**src/rtl/decode_stage.sv**
```systemverilog
// Registered instruction decoder with a 2-entry skid buffer between fetch and EX.
// Optional RVC expansion is enabled by defining RV_COMPRESSED_EN.
module decode_stage #(
  parameter int unsigned XLEN  = 32,
  parameter int unsigned ILEN  = 32,
  parameter int unsigned OPT_W = 3
) (
  input  logic              clk,
  input  logic              rst,
  input  logic              flush,
  input  logic              in_valid,
  output logic              in_ready,
  input  logic [ILEN-1:0]   in_instr,
  input  logic [XLEN-1:0]   in_pc,
  input  logic [XLEN-1:0]   in_rs1_data,
  output logic              out_valid,
  input  logic              out_ready,
  output logic [6:0]        out_opcode,
  output logic [OPT_W-1:0]  out_optype,
  output logic [4:0]        out_rd,
  output logic [4:0]        out_rs1,
  output logic [4:0]        out_rs2,
  output logic [2:0]        out_funct3,
  output logic [6:0]        out_funct7,
  output logic [XLEN-1:0]   out_imm,
  output logic [XLEN-1:0]   out_pc,
  output logic [XLEN-1:0]   out_pc_next,
  output logic [XLEN-1:0]   out_jalr_target,
  output logic              out_compressed,
  output logic              out_illegal
);

  localparam logic [6:0] OPC_LOAD     = 7'b0000011;
  localparam logic [6:0] OPC_LOAD_FP  = 7'b0000111;
  localparam logic [6:0] OPC_OP_IMM   = 7'b0010011;
  localparam logic [6:0] OPC_AUIPC    = 7'b0010111;
  localparam logic [6:0] OPC_STORE    = 7'b0100011;
  localparam logic [6:0] OPC_STORE_FP = 7'b0100111;
  localparam logic [6:0] OPC_OP       = 7'b0110011;
  localparam logic [6:0] OPC_LUI      = 7'b0110111;
  localparam logic [6:0] OPC_MADD     = 7'b1000011;
  localparam logic [6:0] OPC_MSUB     = 7'b1000111;
  localparam logic [6:0] OPC_NMSUB    = 7'b1001011;
  localparam logic [6:0] OPC_NMADD    = 7'b1001111;
  localparam logic [6:0] OPC_OP_FP    = 7'b1010011;
  localparam logic [6:0] OPC_BRANCH   = 7'b1100011;
  localparam logic [6:0] OPC_JALR     = 7'b1100111;
  localparam logic [6:0] OPC_JAL      = 7'b1101111;
  localparam logic [6:0] OPC_SYSTEM   = 7'b1110011;

  localparam logic [OPT_W-1:0] T_R   = OPT_W'(0);
  localparam logic [OPT_W-1:0] T_I   = OPT_W'(1);
  localparam logic [OPT_W-1:0] T_S   = OPT_W'(2);
  localparam logic [OPT_W-1:0] T_B   = OPT_W'(3);
  localparam logic [OPT_W-1:0] T_U   = OPT_W'(4);
  localparam logic [OPT_W-1:0] T_J   = OPT_W'(5);
  localparam logic [OPT_W-1:0] T_SYS = OPT_W'(6);

  typedef struct packed {
    logic [6:0]       opcode;
    logic [OPT_W-1:0] optype;
    logic [4:0]       rd;
    logic [4:0]       rs1;
    logic [4:0]       rs2;
    logic [2:0]       funct3;
    logic [6:0]       funct7;
    logic [XLEN-1:0]  imm;
    logic [XLEN-1:0]  pc;
    logic [XLEN-1:0]  pc_next;
    logic [XLEN-1:0]  jalr_target;
    logic             compressed;
    logic             illegal;
  } entry_t;

  typedef enum logic [1:0] {EMPTY, ONE, FULL} state_t;

  logic [31:0] instr_x;
  logic        is_c;
  logic        exp_ill;

`ifdef RV_COMPRESSED_EN
  // RV32C to RV32I expansion; unsupported or reserved encodings flag ill
  function automatic void c_expand(input logic [15:0] c, output logic [31:0] x,
                                   output logic ill);
    logic [4:0]  rd;
    logic [4:0]  rs2;
    logic [4:0]  rdp;
    logic [4:0]  rs2p;
    logic [11:1] jimm;
    logic [8:1]  boff;
    logic [9:0]  nzu;
    logic [6:0]  woff;
    logic [7:0]  lsp;
    logic [7:0]  ssp;
    logic [9:0]  sp16;
    rd   = c[11:7];
    rs2  = c[6:2];
    rdp  = {2'b01, c[9:7]};
    rs2p = {2'b01, c[4:2]};
    jimm = {c[12], c[8], c[10:9], c[6], c[7], c[2], c[11], c[5:3]};
    boff = {c[12], c[6:5], c[2], c[11:10], c[4:3]};
    nzu  = {c[10:7], c[12:11], c[5], c[6], 2'b00};
    woff = {c[5], c[12:10], c[6], 2'b00};
    lsp  = {c[3:2], c[12], c[6:4], 2'b00};
    ssp  = {c[8:7], c[12:9], 2'b00};
    sp16 = {c[12], c[4:3], c[5], c[2], c[6], 4'b0000};
    x    = 32'h0;
    ill  = 1'b0;
    case ({c[1:0], c[15:13]})
      5'b00_000: begin
        x   = {2'b00, nzu, 5'd2, 3'b000, rs2p, OPC_OP_IMM};
        ill = (nzu == 10'd0);
      end
      5'b00_010: x = {5'b00000, woff, rdp, 3'b010, rs2p, OPC_LOAD};
      5'b00_110: x = {5'b00000, woff[6:5], rs2p, rdp, 3'b010, woff[4:0], OPC_STORE};
      5'b01_000: x = {{6{c[12]}}, c[12], c[6:2], rd, 3'b000, rd, OPC_OP_IMM};
      5'b01_001: x = {c[12], jimm[10:1], jimm[11], {8{c[12]}}, 5'd1, OPC_JAL};
      5'b01_010: x = {{6{c[12]}}, c[12], c[6:2], 5'd0, 3'b000, rd, OPC_OP_IMM};
      5'b01_011: begin
        if (rd == 5'd2) begin
          x   = {{2{c[12]}}, sp16, 5'd2, 3'b000, 5'd2, OPC_OP_IMM};
          ill = (sp16 == 10'd0);
        end else begin
          x   = {{14{c[12]}}, c[12], c[6:2], rd, OPC_LUI};
          ill = ({c[12], c[6:2]} == 6'd0);
        end
      end
      5'b01_100: begin
        case (c[11:10])
          2'b00: begin
            x   = {7'b0000000, c[6:2], rdp, 3'b101, rdp, OPC_OP_IMM};
            ill = c[12];
          end
          2'b01: begin
            x   = {7'b0100000, c[6:2], rdp, 3'b101, rdp, OPC_OP_IMM};
            ill = c[12];
          end
          2'b10: x = {{6{c[12]}}, c[12], c[6:2], rdp, 3'b111, rdp, OPC_OP_IMM};
          default: begin
            case (c[6:5])
              2'b00:   x = {7'b0100000, rs2p, rdp, 3'b000, rdp, OPC_OP};
              2'b01:   x = {7'b0000000, rs2p, rdp, 3'b100, rdp, OPC_OP};
              2'b10:   x = {7'b0000000, rs2p, rdp, 3'b110, rdp, OPC_OP};
              default: x = {7'b0000000, rs2p, rdp, 3'b111, rdp, OPC_OP};
            endcase
            ill = c[12];
          end
        endcase
      end
      5'b01_101: x = {c[12], jimm[10:1], jimm[11], {8{c[12]}}, 5'd0, OPC_JAL};
      5'b01_110: x = {{3{c[12]}}, boff[8:5], 5'd0, rdp, 3'b000, boff[4:1], c[12], OPC_BRANCH};
      5'b01_111: x = {{3{c[12]}}, boff[8:5], 5'd0, rdp, 3'b001, boff[4:1], c[12], OPC_BRANCH};
      5'b10_000: begin
        x   = {7'b0000000, c[6:2], rd, 3'b001, rd, OPC_OP_IMM};
        ill = c[12];
      end
      5'b10_010: begin
        x   = {4'b0000, lsp, 5'd2, 3'b010, rd, OPC_LOAD};
        ill = (rd == 5'd0);
      end
      5'b10_100: begin
        if (!c[12]) begin
          if (rs2 == 5'd0) begin
            x   = {12'h000, rd, 3'b000, 5'd0, OPC_JALR};
            ill = (rd == 5'd0);
          end else begin
            x   = {7'b0000000, rs2, 5'd0, 3'b000, rd, OPC_OP};
          end
        end else if (rs2 == 5'd0) begin
          x = (rd == 5'd0) ? 32'h00100073 : {12'h000, rd, 3'b000, 5'd1, OPC_JALR};
        end else begin
          x = {7'b0000000, rs2, rd, 3'b000, rd, OPC_OP};
        end
      end
      5'b10_110: x = {4'b0000, ssp[7:5], rs2, 5'd2, 3'b010, ssp[4:0], OPC_STORE};
      default:   ill = 1'b1;
    endcase
  endfunction

  logic [31:0] c_word;
  logic        c_ill;

  // Select the expanded word for 16-bit encodings
  always_comb begin
    c_word = 32'h0;
    c_ill  = 1'b0;
    c_expand(in_instr[15:0], c_word, c_ill);
    is_c    = (in_instr[1:0] != 2'b11);
    instr_x = is_c ? c_word : in_instr[31:0];
    exp_ill = is_c & c_ill;
  end
`else
  // Without the expander any 16-bit encoding is decoded raw and trapped
  always_comb begin
    is_c    = 1'b0;
    instr_x = in_instr[31:0];
    exp_ill = (in_instr[1:0] != 2'b11);
  end
`endif

  entry_t      dec;
  logic        legal;
  logic [31:0] imm32;

  // Field, format and immediate decode of the incoming instruction
  always_comb begin
    dec        = '0;
    legal      = 1'b1;
    imm32      = 32'h0;
    dec.opcode = instr_x[6:0];
    dec.rd     = instr_x[11:7];
    dec.rs1    = instr_x[19:15];
    dec.rs2    = instr_x[24:20];
    dec.funct3 = instr_x[14:12];
    dec.funct7 = instr_x[31:25];
    case (instr_x[6:0])
      OPC_OP, OPC_OP_FP, OPC_MADD, OPC_MSUB, OPC_NMSUB, OPC_NMADD: dec.optype = T_R;
      OPC_OP_IMM, OPC_JALR, OPC_LOAD, OPC_LOAD_FP:                 dec.optype = T_I;
      OPC_STORE, OPC_STORE_FP:                                     dec.optype = T_S;
      OPC_BRANCH:                                                  dec.optype = T_B;
      OPC_LUI, OPC_AUIPC:                                          dec.optype = T_U;
      OPC_JAL:                                                     dec.optype = T_J;
      OPC_SYSTEM:                                                  dec.optype = T_SYS;
      default: begin
        dec.optype = T_R;
        legal      = 1'b0;
      end
    endcase
    case (dec.optype)
      T_I:     imm32 = {{20{instr_x[31]}}, instr_x[31:20]};
      T_S:     imm32 = {{20{instr_x[31]}}, instr_x[31:25], instr_x[11:7]};
      T_B:     imm32 = {{19{instr_x[31]}}, instr_x[31], instr_x[7], instr_x[30:25],
                        instr_x[11:8], 1'b0};
      T_U:     imm32 = {instr_x[31:12], 12'h000};
      T_J:     imm32 = {{11{instr_x[31]}}, instr_x[31], instr_x[19:12], instr_x[20],
                        instr_x[30:21], 1'b0};
      default: imm32 = 32'h0;
    endcase
    dec.imm         = XLEN'($signed(imm32));
    dec.pc          = in_pc;
    dec.pc_next     = in_pc + (is_c ? XLEN'(2) : XLEN'(4));
    dec.jalr_target = (instr_x[6:0] == OPC_JALR) ?
                      ((in_rs1_data + dec.imm) & ~XLEN'(1)) : '0;
    dec.compressed  = is_c;
    dec.illegal     = ~legal | exp_ill;
  end

  state_t state_q, state_d;
  entry_t head_q, head_d;
  entry_t tail_q, tail_d;
  logic   push, pop;

  assign push = in_valid & in_ready;
  assign pop  = out_valid & out_ready;

  // Buffer occupancy and entry movement; head is always the oldest entry
  always_comb begin
    state_d = state_q;
    head_d  = head_q;
    tail_d  = tail_q;
    case (state_q)
      EMPTY: begin
        if (push) begin
          state_d = ONE;
          head_d  = dec;
        end
      end
      ONE: begin
        if (push && pop) begin
          head_d = dec;
        end else if (push) begin
          state_d = FULL;
          tail_d  = dec;
        end else if (pop) begin
          state_d = EMPTY;
        end
      end
      FULL: begin
        if (pop) begin
          state_d = ONE;
          head_d  = tail_q;
        end
      end
      default: state_d = EMPTY;
    endcase
    if (flush) begin
      state_d = EMPTY;
      head_d  = head_q;
      tail_d  = tail_q;
    end
  end

  always_ff @(posedge clk) begin
    if (rst) begin
      state_q   <= EMPTY;
      head_q    <= '0;
      tail_q    <= '0;
      in_ready  <= 1'b1;
      out_valid <= 1'b0;
    end else begin
      state_q   <= state_d;
      head_q    <= head_d;
      tail_q    <= tail_d;
      in_ready  <= (state_d != FULL);
      out_valid <= (state_d != EMPTY);
    end
  end

  assign out_opcode      = head_q.opcode;
  assign out_optype      = head_q.optype;
  assign out_rd          = head_q.rd;
  assign out_rs1         = head_q.rs1;
  assign out_rs2         = head_q.rs2;
  assign out_funct3      = head_q.funct3;
  assign out_funct7      = head_q.funct7;
  assign out_imm         = head_q.imm;
  assign out_pc          = head_q.pc;
  assign out_pc_next     = head_q.pc_next;
  assign out_jalr_target = head_q.jalr_target;
  assign out_compressed  = head_q.compressed;
  assign out_illegal     = head_q.illegal;

endmodule

```
**config.mk**
```make
export PLATFORM = sky130hd
export DESIGN_NAME = decode_stage
export DESIGN_NICKNAME = d
export VERILOG_FILES = /design/src/rtl/decode_stage.sv
export SDC_FILE = /design/constraint.sdc
export NUM_CORES = 1
export LEC_CHECK = 0
export CAP_MARGIN = 25
export CORE_ASPECT_RATIO = 0.6
export CORE_MARGIN = 5
export CORE_UTILIZATION = 45
export DETAILED_ROUTE_END_ITERATION = 7
export HOLD_SLACK_MARGIN = 0.02
export PLACE_DENSITY = 0.79
export SKIP_LAST_GASP = 1
export SYNTH_ARGS = -nofsm -noshare
export SYNTH_HDL_FRONTEND = slang
export SYNTH_SLANG_ARGS = --single-unit
```
**constraint.sdc**
```tcl
create_clock -name clk -period 6.55 [get_ports clk]
set_input_delay 0.9825 -clock clk [delete_from_list [all_inputs] [get_ports clk]]
set_output_delay 0.9825 -clock clk [all_outputs]
set_load 0.01 [all_outputs]
```
# [Word-level counts from Yosys, hierarchy flattened]
# Index checks and enable logic that the tools add are counted.
[op_classes] n_addsub=2 eq_ne=29 muxes=15 bitwise_logic=6 n_reduce_logical=10
[ops] cell="165-bit two-way mux" n=3
[ops] cell="165-bit one-hot mux with 3 select lines" n=1
[ops] cell="32-bit one-hot mux with 5 select lines" n=1
[ops] cell="7-bit equality test, second input constant" n=9
[ops] cell="32-bit by 3-bit adder with 32-bit output, second input constant" n=1
[ops] cell="32-bit adder" n=1
[ops] cell="32-bit two-way mux" n=1
[ops] cell="7-bit by 6-bit equality test with 1-bit output, second input constant" n=4
[ops] cell="3-bit one-hot mux with 6 select lines" n=1
[ops] cell="17-bit OR reduction" n=1
[ops] cell="7-bit by 5-bit equality test with 1-bit output, second input constant" n=2
[ops] cell="2-bit two-way mux" n=6
[ops] cell="2-bit inequality test, second input constant" n=5
[ops] cell="7-bit by 2-bit equality test with 1-bit output, second input constant" n=1
[ops] cell="7-bit by 3-bit equality test with 1-bit output, second input constant" n=1
[ops] cell="3-bit by 2-bit equality test with 1-bit output, second input constant" n=2
[ops] cell="3-bit equality test, second input constant" n=2
[ops] cell="2-bit one-hot mux with 3 select lines" n=1
[ops] cell="5-bit AND reduction" n=1
[ops] cell="4-bit AND reduction" n=1
[ops] cell="2-bit OR reduction" n=2
[ops] cell="4-bit OR reduction" n=1
[ops] cell="3-bit by 1-bit equality test with 1-bit output, second input constant" n=1
[ops] cell="1-bit inverter" n=3
[ops] cell="other kinds (9)" n=10
[totals] regBits=333 in_bits=101 output_inout_bits=167 elab_cells=90

# [Depth between registers and ports, before layout]
[depth] ltp_word=9 mapped_depth=20 ltp_nobuf=17

# [Worst setup path after synthesis]
# No wires, ideal clock.
[synth_path] path_type="input to register" startpoint="in in_instr[6]" endpoint="reg head_q, in the netlist out_jalr_target[28]" setup_time_ps=86 arrival_ps=4238 t_required_ps=6464 path_slack_ps=2227 path_stages=17 path_buffers=2 path_cell_list="buf_6 > and2_2 > and3_1 > or2_2 > clkbuf_1 > a21oi_1 > inv_1 > ha_1 > a21oi_1 > o21ai_0 > or3_1 > o211ai_1 > a31oi_2 > o211ai_1 > mux2i_1 > o21ai_0 > a211oi_1"
[synth_rtl] item="start, declared" line_no="13" text="input logic [ILEN-1:0] in_instr,"
[synth_rtl] item="end signal, assigned" line_no="296" text="head_q <= '0;"
[synth_rtl] item="end signal, assigned" line_no="302" text="head_q <= head_d;"
[synth_rtl] item="end, declared" line_no="249" text="entry_t head_q, head_d;"

==> flow_summary.json <==
{
  "status": "completed",
  "power.total_mw": 4.64,
  "yosys-top-cells-count": "390 x nand2_1, 326 x dfxtp_1, 304 x nor2_1, 205 x a21oi_1, 149 x clkbuf_1",
  "io_buffers": 265,
  "yosysTopAreaCell": "dfxtp_1",
  "drc_errors": 0,
  "cts.sinks": 326,
  "muxShareOfSynthArea": 0.00197,
  "critPathKind": "in -> reg",
  "firstDrtPassIters": 5,
  "holdWs_ns": 0.450,
  "reg2reg_depth": 6,
  "hold_path.class": "reg -> reg",
  "min_period_over_period": 0.772,
  "timing.slew.headroom": 0.259,
  "layout-drive-gt1-share": 0.0437,
  "r2r_end": "out_optype[1]",
  "p_int_mw": 3.45,
  "rows": 52,
  "dp_cells": 2553,
  "cp-end-kind": "flop",
  "grt_max_degree": 193,
  "postCtsSetupRepairBufs": 0,
  "grt_pass1_wl_mm": 77.7,
  "fp.dieH_um": 153,
  "gp_congestion": 0.956,
  "p_sw_frac": 0.256,
  "yosysWarnings": 0,
  "cts_tree": "yes",
  "synth_edf_count": 0,
  "p_leak_nw": 7.12,
  "vias": 14800,
  "synth_fa_ha_area_frac": 0.0268,
  "seq_area_frac_synth": 0.428,
  "synth_ff_type": "dfxtp_1",
  "vdd.ir_drop.worst_uv": 176,
  "powerDensity_nw_per_um2": 242,
  "tightest_slew_ns": 1.10,
  "synth_compound_area_frac": 0.241,
  "clkPwrFrac": 0.416,
  "synthArstFlopShare": 0,
  "grt_use_total": 0.250,
  "synth_top_family_by_area": "compound AO/OA/AOI/OAI gates",
  "instances_no_fill": 2612,
  "h-tree-depth": 1,
  "gr-total-overflow": 0,
  "dpl.hpwl_mm": 34.3,
  "hold_depth": 2,
  "clkLatencyLatePin_ns": 0.56,
  "die-area_um2": 37800,
  "cp-start-kind": "input port",
  "io_pins": 268,
  "clockRootBuffer": "clkbuf_16",
  "worstHoldStart": "out_pc_next[6]",
  "clock_path_buffers": 3,
  "combPwrFrac": 0.132,
  "start_util": 0.454,
  "setup_viol": 0,
  "hold_buffers": 0,
  "p_switching_mw": 1.19,
  "die_w_um": 248,
  "via_per_inst": 5.65,
  "layout.nets": 2261,
  "yosys.area_share.simple": 0.221,
  "ys_types": 69,
  "antenna_found_initial": 1,
  "wl_mm": 49.5,
  "yosysTopAreaCellShare": 0.428,
  "area_delta_synth_final_pct": 25.5,
  "grt_pass1_vias": 13700,
  "seq_power_share": 0.452,
  "worst-r2r-setup-slack_ns": 3.58,
  "cts_buffers": 31,
  "synthCells": 1972,
  "cap_violations": 0,
  "ys_ff_latch": 326,
  "synth_area_um2": 15200,
  "rsz0062_at_grt": "false",
  "drtIter0Drc": 1335,
  "clkTransAtPathRegs_ns": 0.06,
  "coreArea_um2": 33600,
  "synth.most_common_cell": "nand2_1",
  "hold_viol": 0,
  "cts_resized": 0,
  "reg2reg_from": "state_q[1]",
  "finalMaxSlewViolations": 0,
  "cp.arrival_ns": 5.53,
  "ys_top_cells_by_area": "dfxtp_1 43%, nand2_1 9.6%, nor2_1 7.5%",
  "wire_per_inst_um": 19.0,
  "avgSynthCellArea_um2": 7.73,
  "worst_clock_skew_ns": 0.00834,
  "critPathMaxFanout": 14,
  "min_to": "out_pc_next[6]",
  "antenna_left": 0,
  "synth_xor_area_frac": 0.0305,
  "setup_tns_ns": 0,
  "fin_crit_ns": 5.06,
  "cp.required_ns": 7.03,
  "max_freq_mhz": 198
}
==> critical path, stage by stage <==
cell and delay [ns]:
clkdlybuf4s50_1 0.76, nor2_1 0.20, nand3_1 0.15, nor2_1 0.06
buf_4 0.20, or2_2 0.36, a21oi_1 0.26, inv_1 0.07
ha_1 0.40, and4_1 0.26, nand3_1 0.09, a211oi_1 0.45
o211ai_1 0.17, a31oi_2 0.36, o21ai_2 0.13, o21ai_0 0.31
a21oi_1 0.11, a211oi_1 0.21
==> per-layer routing <==
metal | up-vias | global-route usage | wire (um)
li1 | 7185 | - | -
met1 | 6959 | 0.368 | 22500
met2 | 558 | 0.373 | 21400
met3 | 64 | 0.0610 | 4520
met4 | 0 | 0.0552 | 1110
met5 | - | 0 | 0
==> through the flow <==
stage / utilization / instance area (um^2) / worst slack [ns]
global route: 0.570 / 19100 / 1.08
global placement: 0.537 / 18000 / 1.02
finish: 0.570 / 19100 / 1.49
detailed placement: 0.537 / 18000 / 1.02
floorplan: - / 15200 / 2.23
CTS: 0.569 / 19100 / 1.63
==> flip-flops by register name, summed over array words and instances, names as in the netlist <==
signal           count
in_ready             1
out_funct3           3
out_funct7           7
out_illegal          1
out_imm             32
out_jalr_target     31
out_opcode           7
out_optype           3
out_pc              32
out_pc_next         30
out_rd               5
out_rs1              5
out_rs2              5
out_valid            1
state_q              2
tail_q             161
==> worst max path at each step <==
stage | start | end | slack, ns | depth (start not counted)
after global routing | in_instr[5] | out_jalr_target[29] | 1.08 | 18
after floorplan | in_instr[6] | out_jalr_target[28] | 2.23 | 17
final | in_instr[3] | out_jalr_target[26] | 1.49 | 18
after detailed placement | in_instr[3] | out_jalr_target[28] | 1.02 | 18
after CTS | in_instr[3] | out_jalr_target[28] | 1.63 | 18
after global placement | in_instr[3] | out_jalr_target[30] | 1.02 | 18
==> power groups by stage <==
| stage | logic, mW | registers, mW | clock network [mW] |
|---|---|---|---|
| final | 0.613 | 2.10 | 1.93 |
| after global routing | 0.664 | 2.10 | 2.05 |
| after CTS | 0.610 | 2.10 | 1.96 |
| after detailed placement | 0.606 | 2.14 | 0 |
| after global placement | 0.600 | 2.14 | 0 |
| after floorplan | 0.288 | 2.16 | 0 |
==> cell type report <==
type                            count  area (um^2)
Tap cell                          459          574
Fill cell                        3088        14400
Timing Repair Buffer              280         2780
Antenna cell                        1         2.50
Clock buffer                       43          911
Multi-Input combinational cell   1447         7990
Clock inverter                     14          185
Sequential cell                   326         6530
Inverter                           42          158
==> layout by cell type, fill, tap and decap left out, types with 4 or more instances in the layout <==
master           instances
a31oi_1                  5
o31ai_1                  5
nor3_1                  28
dfxtp_1                326
clkinv_2                 6
a21o_1                  10
nand4_1                  6
nand3_1                 32
clkbuf_16               31
a22oi_1                 11
a211oi_1               113
xnor2_1                 26
clkbuf_8                 9
nor2b_1                  4
ha_1                    31
o21ai_0                 29
inv_1                   42
o21bai_1                 5
o211ai_1                17
buf_4                   14
xor2_1                  27
and2_1                  12
nor2_1                 303
and4_1                   5
a21oi_1                204
or3_1                    4
clkdlybuf4s50_1        264
a311oi_1                80
a221oi_1                11
nand2_1                390
o21a_1                   6
bufinv_16                4
and3_1                  10
nand2b_1                 8
a22o_1                   6
==> logic make-up (layout without fill, tap and decap cells) <==
kind of cell	after synthesis	after routing
buf+inv	200	379
fa+ha+maj	32	32
mux	3	3
simple gates	820	820
flops	326	326
compound gates	537	537
other cells	1	3
xor+xnor	53	53
Power figures use the tool's default switching activity.
